===== config.mk =====
export PLATFORM = sky130hd
export DESIGN_NAME = traffic_phase_ctrl_flat
export DESIGN_NICKNAME = d
export VERILOG_FILES = /design/src/rtl/traffic_phase_ctrl_pkg.sv /design/src/rtl/traffic_phase_ctrl_if.sv /design/src/rtl/traffic_phase_ctrl_down_timer.sv /design/src/rtl/traffic_phase_ctrl.sv /design/src/flat_wrapper.sv
export SDC_FILE = /design/constraint.sdc
export NUM_CORES = 1
export LEC_CHECK = 0
export CAP_MARGIN = 15
export CORE_MARGIN = 3
export CORE_UTILIZATION = 30
export DETAILED_ROUTE_END_ITERATION = 10
export PLACE_DENSITY = 0.53
export SLEW_MARGIN = 20
export SYNTH_ARGS = -nofsm -noshare
export SYNTH_HDL_FRONTEND = slang
export SYNTH_SLANG_ARGS = --single-unit

===== constraint.sdc =====
create_clock -name clk -period 1.9 [get_ports clk]
set_input_delay 0.475 -clock clk [delete_from_list [all_inputs] [get_ports clk]]
set_output_delay 0.475 -clock clk [all_outputs]
set_load 0.01 [all_outputs]

===== src/rtl/traffic_phase_ctrl_pkg.sv =====
// tpc_pkg: shared types and helpers for the traffic phase controller.
//   state_t   - controller state encoding
//   LAMP_*    - per-phase lamp code packed as {red, yellow, green}
//   clamp1()  - maps a zero duration to one cycle
package tpc_pkg;

  typedef enum logic [2:0] {
    ST_INIT   = 3'd0,
    ST_GREEN  = 3'd1,
    ST_YELLOW = 3'd2,
    ST_ALLRED = 3'd3,
    ST_FLASH  = 3'd4
  } state_t;

  localparam logic [2:0] LAMP_OFF = 3'b000;
  localparam logic [2:0] LAMP_R   = 3'b100;
  localparam logic [2:0] LAMP_Y   = 3'b010;
  localparam logic [2:0] LAMP_G   = 3'b001;

  function automatic logic [31:0] clamp1(input logic [31:0] x);
    return (x == 32'd0) ? 32'd1 : x;
  endfunction

endpackage


===== src/rtl/traffic_phase_ctrl_if.sv =====
// traffic_phase_ctrl_if: timing configuration in, lamp/countdown status out.
//   master - configuration side (drives durations and mode_flash)
//   slave  - controller side (drives lamps, cur_phase, remaining)
interface traffic_phase_ctrl_if #(
  parameter int NUM_PH = 2,
  parameter int CNT_W  = 8
) ();
  logic [CNT_W-1:0]  t_green;
  logic [CNT_W-1:0]  t_yellow;
  logic [CNT_W-1:0]  t_allred;
  logic              mode_flash;
  logic [NUM_PH-1:0] red;
  logic [NUM_PH-1:0] yellow;
  logic [NUM_PH-1:0] green;
  logic [1:0]        cur_phase;
  logic [CNT_W-1:0]  remaining;

  modport master (
    output t_green, t_yellow, t_allred, mode_flash,
    input  red, yellow, green, cur_phase, remaining
  );

  modport slave (
    input  t_green, t_yellow, t_allred, mode_flash,
    output red, yellow, green, cur_phase, remaining
  );
endinterface


===== src/rtl/traffic_phase_ctrl_down_timer.sv =====
// tpc_down_timer: loadable down-counter that stops at zero.
//   clk, rst_n - clock, async active-low reset (count clears to 0)
//   load/load_val - load has priority over decrement
//   dec        - decrement by one while count is non-zero
//   count      - current value; expire - count == 1 (last cycle of a state)
module tpc_down_timer #(
  parameter int CNT_W = 8
) (
  input  logic             clk,
  input  logic             rst_n,
  input  logic             load,
  input  logic [CNT_W-1:0] load_val,
  input  logic             dec,
  output logic [CNT_W-1:0] count,
  output logic             expire
);

  always_ff @(posedge clk or negedge rst_n) begin
    if (!rst_n) begin
      count <= '0;
    end else if (load) begin
      count <= load_val;
    end else if (dec && (count != '0)) begin
      count <= count - 1'b1;
    end
  end

  assign expire = (count == CNT_W'(1));

endmodule


===== src/rtl/traffic_phase_ctrl.sv =====
// traffic_phase_ctrl: round-robin green/yellow/all-red sequencer for NUM_PH
// conflicting approaches, with night flashing-yellow mode.
//   clk, rst_n - clock, async active-low reset (all-red INIT)
//   bus        - slave side of traffic_phase_ctrl_if: durations and
//                mode_flash in; red/yellow/green, cur_phase, remaining out
//
// state  | meaning
// INIT   | one cycle after reset, all red
// ALLRED | clearance between phases, all red
// GREEN  | cur_phase green, others red
// YELLOW | cur_phase yellow, others red
// FLASH  | all yellows blink, no red/green
module traffic_phase_ctrl
  import tpc_pkg::*;
#(
  parameter int NUM_PH     = 2,
  parameter int CNT_W      = 8,
  parameter int FLASH_HALF = 4
) (
  input logic                 clk,
  input logic                 rst_n,
  traffic_phase_ctrl_if.slave bus
);

  localparam int FH_W = $clog2(FLASH_HALF + 1);

  state_t            state, nxt_state;
  logic [1:0]        cur_q, nxt_cur;
  logic [1:0]        pend_q, nxt_pend;
  logic              tog_q, nxt_tog;
  logic [FH_W-1:0]   fcnt_q, nxt_fcnt;
  logic [NUM_PH-1:0] red_q, yel_q, grn_q;
  logic [NUM_PH-1:0] red_d, yel_d, grn_d;
  logic [2:0]        lamp;

  logic              tmr_ld, tmr_dec, tmr_exp;
  logic [CNT_W-1:0]  tmr_val, tmr_cnt;
  logic [CNT_W-1:0]  l_green, l_yellow, l_allred;

  function automatic logic [1:0] next_ph(input logic [1:0] p);
    return (p == 2'(NUM_PH - 1)) ? 2'd0 : p + 2'd1;
  endfunction

  assign l_green  = CNT_W'(clamp1(32'(bus.t_green)));
  assign l_yellow = CNT_W'(clamp1(32'(bus.t_yellow)));
  assign l_allred = CNT_W'(clamp1(32'(bus.t_allred)));

  assign tmr_dec = (state == ST_GREEN) || (state == ST_YELLOW) || (state == ST_ALLRED);

  tpc_down_timer #(.CNT_W(CNT_W)) u_timer (
    .clk      (clk),
    .rst_n    (rst_n),
    .load     (tmr_ld),
    .load_val (tmr_val),
    .dec      (tmr_dec),
    .count    (tmr_cnt),
    .expire   (tmr_exp)
  );

  always_comb begin
    nxt_state = state;
    nxt_cur   = cur_q;
    nxt_pend  = pend_q;
    nxt_tog   = tog_q;
    nxt_fcnt  = fcnt_q;
    tmr_ld    = 1'b0;
    tmr_val   = '0;
    case (state)
      ST_INIT: begin
        nxt_state = ST_ALLRED;
        nxt_pend  = 2'd0;
        tmr_ld    = 1'b1;
        tmr_val   = l_allred;
      end
      ST_ALLRED: begin
        if (tmr_exp) begin
          tmr_ld = 1'b1;
          if (bus.mode_flash) begin
            // timer parked at 0 so remaining reads 0 while flashing
            nxt_state = ST_FLASH;
            nxt_tog   = 1'b1;
            nxt_fcnt  = FH_W'(FLASH_HALF);
          end else begin
            nxt_state = ST_GREEN;
            nxt_cur   = pend_q;
            tmr_val   = l_green;
          end
        end
      end
      ST_GREEN: begin
        // flash request cuts green short but always passes through yellow
        if (tmr_exp || bus.mode_flash) begin
          nxt_state = ST_YELLOW;
          tmr_ld    = 1'b1;
          tmr_val   = l_yellow;
        end
      end
      ST_YELLOW: begin
        if (tmr_exp) begin
          nxt_state = ST_ALLRED;
          nxt_pend  = next_ph(cur_q);
          tmr_ld    = 1'b1;
          tmr_val   = l_allred;
        end
      end
      ST_FLASH: begin
        if (!bus.mode_flash) begin
          nxt_state = ST_ALLRED;
          nxt_pend  = 2'd0;
          nxt_tog   = 1'b0;
          tmr_ld    = 1'b1;
          tmr_val   = l_allred;
        end else if (fcnt_q == FH_W'(1)) begin
          nxt_tog  = ~tog_q;
          nxt_fcnt = FH_W'(FLASH_HALF);
        end else begin
          nxt_fcnt = fcnt_q - 1'b1;
        end
      end
      default: nxt_state = ST_INIT;
    endcase
  end

  // Lamps are decoded from next-state values and registered alongside state.
  always_comb begin
    red_d = '0;
    yel_d = '0;
    grn_d = '0;
    lamp  = LAMP_R;
    for (int i = 0; i < NUM_PH; i++) begin
      case (nxt_state)
        ST_GREEN:  lamp = (nxt_cur == 2'(i)) ? LAMP_G : LAMP_R;
        ST_YELLOW: lamp = (nxt_cur == 2'(i)) ? LAMP_Y : LAMP_R;
        ST_FLASH:  lamp = nxt_tog ? LAMP_Y : LAMP_OFF;
        default:   lamp = LAMP_R;
      endcase
      {red_d[i], yel_d[i], grn_d[i]} = lamp;
    end
  end

  always_ff @(posedge clk or negedge rst_n) begin
    if (!rst_n) begin
      state  <= ST_INIT;
      cur_q  <= 2'd0;
      pend_q <= 2'd0;
      tog_q  <= 1'b0;
      fcnt_q <= '0;
      red_q  <= '1;
      yel_q  <= '0;
      grn_q  <= '0;
    end else begin
      state  <= nxt_state;
      cur_q  <= nxt_cur;
      pend_q <= nxt_pend;
      tog_q  <= nxt_tog;
      fcnt_q <= nxt_fcnt;
      red_q  <= red_d;
      yel_q  <= yel_d;
      grn_q  <= grn_d;
    end
  end

  assign bus.red       = red_q;
  assign bus.yellow    = yel_q;
  assign bus.green     = grn_q;
  assign bus.cur_phase = cur_q;
  assign bus.remaining = tmr_cnt;

endmodule


===== src/flat_wrapper.sv =====
// flat-port wrapper written by rule: the top's interface ports become plain ports
module traffic_phase_ctrl_flat import tpc_pkg::*;
#(
  parameter int NUM_PH     = 2,
  parameter int CNT_W      = 8,
  parameter int FLASH_HALF = 4
)
  (clk, rst_n, bus_t_green, bus_t_yellow, bus_t_allred, bus_mode_flash, bus_red, bus_yellow, bus_green, bus_cur_phase, bus_remaining);
  traffic_phase_ctrl_if #(.NUM_PH(NUM_PH), .CNT_W(CNT_W)) bus_i ();
  input logic clk;
  input logic rst_n;
  input wire logic [$bits(bus_i.t_green)-1:0] bus_t_green;
  input wire logic [$bits(bus_i.t_yellow)-1:0] bus_t_yellow;
  input wire logic [$bits(bus_i.t_allred)-1:0] bus_t_allred;
  input wire logic [$bits(bus_i.mode_flash)-1:0] bus_mode_flash;
  output wire logic [$bits(bus_i.red)-1:0] bus_red;
  output wire logic [$bits(bus_i.yellow)-1:0] bus_yellow;
  output wire logic [$bits(bus_i.green)-1:0] bus_green;
  output wire logic [$bits(bus_i.cur_phase)-1:0] bus_cur_phase;
  output wire logic [$bits(bus_i.remaining)-1:0] bus_remaining;
  assign bus_i.t_green = bus_t_green;
  assign bus_i.t_yellow = bus_t_yellow;
  assign bus_i.t_allred = bus_t_allred;
  assign bus_i.mode_flash = bus_mode_flash;
  assign bus_red = bus_i.red;
  assign bus_yellow = bus_i.yellow;
  assign bus_green = bus_i.green;
  assign bus_cur_phase = bus_i.cur_phase;
  assign bus_remaining = bus_i.remaining;
  traffic_phase_ctrl #(.NUM_PH(NUM_PH), .CNT_W(CNT_W), .FLASH_HALF(FLASH_HALF)) u_core (.clk(clk), .rst_n(rst_n), .bus(bus_i));
endmodule

==> run metrics <==
RSZ-0062 raised after global routing=true; Post-Synth Adder-Cell Area=under 10%; area of the multi-input gates=1070 um^2; grt ovf=0; Final #Nets=303; syn_nets=between 200 and 250; Fillers=slightly below 500; Core Util, Final=between 50% and 60%; P&R area growth vs syn=64.7%; Vias/cell=between 5 and 6; CTS tree=done; Mapped Cells=between 150 and 200; via count of the first global-routing pass=1754; CTS root buffer=clkbuf_8; Reg power frac=30.3%; final worst slack=-0.0283 ns; fmax=519 MHz; largest net degree at the start of global routing=26; Area after DPL=~2500 um^2; Slew HR=74.0%; routability cong.=0.860; FF+latch area=632 um^2; routed len/inst=approximately 15 um; Seq/Total Area, Yosys=a little under two fifths; Synth Area in XOR/XNOR=3.66%; reg2reg start=u_core.u_timer.count[0]; first-pass GRT wire length=8400 um; Bufs on Longest Clock Path=2; failing checks=setup timing; Hold Path End=u_core.bus.cur_phase[1]; Initial Utilization=32.0%; Clock Latency Late Sink=roughly 0.27 ns; setup_tns=-0.0556 ns; largest family of logic cells by synthesized area=simple AND/OR/NAND/NOR gates; crit path buf inv count=1; number of cells on the worst hold path=1; CTS Sinks=25; Seq cells post-synth=25; internal power=0.00187 W; Fin Clk Skew=0.00316 ns; final worst path period share=101%; Lkg Pwr=1.17 nW; chip height=80.7 um; gr usage total=between 15 and 20%; Final Hold Viols=0; crit start category=register; critical-path cell list=buf_6 > ha_4 > nor3b_4 > a21oi_2 > nor4b_2 > or4bb_1 > o221a_2; Detailed Route WL=5110 um; Die ar.=~6500 um^2; PortBufs=42; CTS clk-pin slew, worst paths=0.09 ns; I/O pin cnt=43; status=finished, violations left; number of DRC markers in iteration 0=95; # diodes=0; Final Setup Violations=5; reg-to-reg setup timing slack=-0.03 ns; Hold Crit Class=register to register; CP Capture Type=register; Post-DP HPWL=3860 um; r2r endpoint=u_core.u_timer.count[4]; hold path startpoint=u_core.pend_q[1]; top_reg_cell synth=dfrtp_1; Largest stage delay, worst path=~0.52 ns; critical path class=register to register; power density cells=between 1000 and 1500 nW/um^2; Post-synth EDFFs=0; Max-Cap Viols=0; Layout Cells excl Fill=340; VDD IR-drop max=0.574 mV; DRC=0; Core Region=5240 um^2; DRT Pass-1 Iters=4; clock share of power=between 10% and 20%; simple-gate area share of the yosys netlist=25.8%; ys async rst share=100%; final instance area=2760 um^2; H-Tree Depth=1; TritonCTS buffer count=3; max-slew violations=0; DP Cell Count=about 320; syn avg cell area=9.57 um^2; Sw Pwr=0.00115 W; worst r2r path cells=7; Critical Path RT=between 2 and 2.5 ns; Crit path max-delay family=simple AND/OR/NAND/NOR gates; layout cells sized above 1=between 30% and 40%; cts hold-fix bufs=0; Worst-Margin Slew=between 0.3 and 0.4 ns; Slowest-stage cell, CP=or4bb_1; DR vias=~1700; FP Rows=26; post-route ant nets=0; Yosys cell types=59; Yosys warning total=0; Synth Cell Area=about 1700 um^2; Max FO, Critical Path=5; compound-cell area share of the yosys netlist=21.7%; Comb pwr share=58.7%; mux cell area share after synthesis=2.02%; chip width=roughly 80 um; min cycle time layout=1.93 ns; arrival time at the worst endpoint=approximately 2.1 ns; Switching Fraction=38.0%; initial antenna violation count=0
layout by cell type (no fill, tap or decap), types with 4 or more instances in the layout:
master           count
buf_4               48
clkdlybuf4s50_1     38
dfrtp_1             20
nand2_1             12
nor2_1              11
o21ai_0              9
inv_1                8
buf_6                7
xnor2_1              6
a21oi_1              5
o211ai_1             4
o21ai_1              4
ha_1                 4
final cells by class:
type / count / share of cell area (%)
multi-input combinational: 134 / 38.9
timing repair buffer: 98 / 32.1
sequential: 25 / 22.9
tap: 70 / 3.18
clock buffer: 4 / 1.63
inverter: 9 / 1.23
how the worst max path moves through the flow:
| stage | cells after the start | from | to | slack (ns) |
|---|---|---|---|---|
| after floorplan | 7 | u_core.u_timer.count[1] | u_core.pend_q[0] | -0.04 |
| after global placement | 6 | bus_mode_flash | u_core.bus.yellow[1] | -0.39 |
| after detailed placement | 6 | bus_mode_flash | u_core.bus.yellow[1] | -0.41 |
| after CTS | 6 | u_core.u_timer.count[2] | u_core.bus.red[1] | -0.04 |
| after global routing | 8 | u_core.u_timer.count[1] | u_core.bus.red[0] | -0.13 |
| final | 7 | u_core.u_timer.count[0] | u_core.u_timer.count[4] | -0.03 |
metal layers:
| metal | part of all wire, % | vias to the layer above | GRT usage (%) |
|---|---|---|---|
| met4 | 1.6 | 0 | 4.56 |
| met5 | 0 | - | 0 |
| met1 | 44 | 813 | 22.3 |
| met3 | 5.7 | 8 | 2.24 |
| li1 | - | 853 | - |
| met2 | 48 | 67 | 28.2 |
state kept, by name (all words and copies together) (netlist names):
signal                cells
u_core.tog_q              1
u_core.state              3
u_core.pend_q             2
u_core.u_timer.count      8
u_core.bus.green          2
u_core.fcnt_q             3
u_core.bus.cur_phase      2
u_core.bus.red            2
u_core.bus.yellow         2
power by group through the flow:
stage / clock network, W / logic [W] / registers (W)
after floorplan: 0 / 0.000740 / 0.00100
after global placement: 0 / 0.00157 / 0.000916
after detailed placement: 0 / 0.00156 / 0.000917
after CTS: 0.000346 / 0.00173 / 0.000911
after global routing: 0.000362 / 0.00194 / 0.000946
final: 0.000332 / 0.00177 / 0.000916
worst reg2reg max path: cells and delay by family (launching register included):
family                   cells  cell delay, ns
AND/OR/NAND/NOR              3            0.78
flip-flops                   1            0.42
AO/OA/AOI/OAI                2            0.37
adder cells (fa/ha/maj)      1            0.14
buffers and inverters        1            0.12
kinds of logic after synthesis:
logic type	count (synthesis)
and+or+nand+nor	68
buffers and inverters	16
adders and majority gates	5
DFF	25
AOI/OAI and AO/OA	51
muxes	3
xor gates and xnor gates	7
repair_timing:
| action | 4_1_cts | 5_1_grt |
|---|---|---|
| setup buffers | 12 | 5 |
| pin swaps | 10 | 8 |
| setup endpoints to repair | 18 | 24 |
| gates resized for setup | 17 | 18 |
metrics by stage:
step                hold slack, ns  setup WS (ns)  total power [W]
global placement             0.526         -0.395          0.00249
CTS                          0.557        -0.0376          0.00298
floorplan                    0.179        -0.0427          0.00174
finish                       0.551        -0.0283          0.00302
detailed placement           0.530         -0.409          0.00247
global route                 0.567         -0.132          0.00325
synthesized netlist by cell type (4+ instances only):
master / number / area share, %
a21oi_1: 5 / 1.5
a22oi_1: 4 / 1.8
a31oi_1: 4 / 1.5
dfrtp_1: 23 / 34
ha_1: 5 / 3.7
inv_1: 9 / 2.0
nand2_1: 12 / 2.7
nor2_1: 12 / 2.7
nor3_1: 4 / 1.2
nor4_1: 4 / 1.5
o211ai_1: 4 / 1.8
o21ai_0: 14 / 4.2
xnor2_1: 6 / 3.1
(Power assumes the default switching activity.)
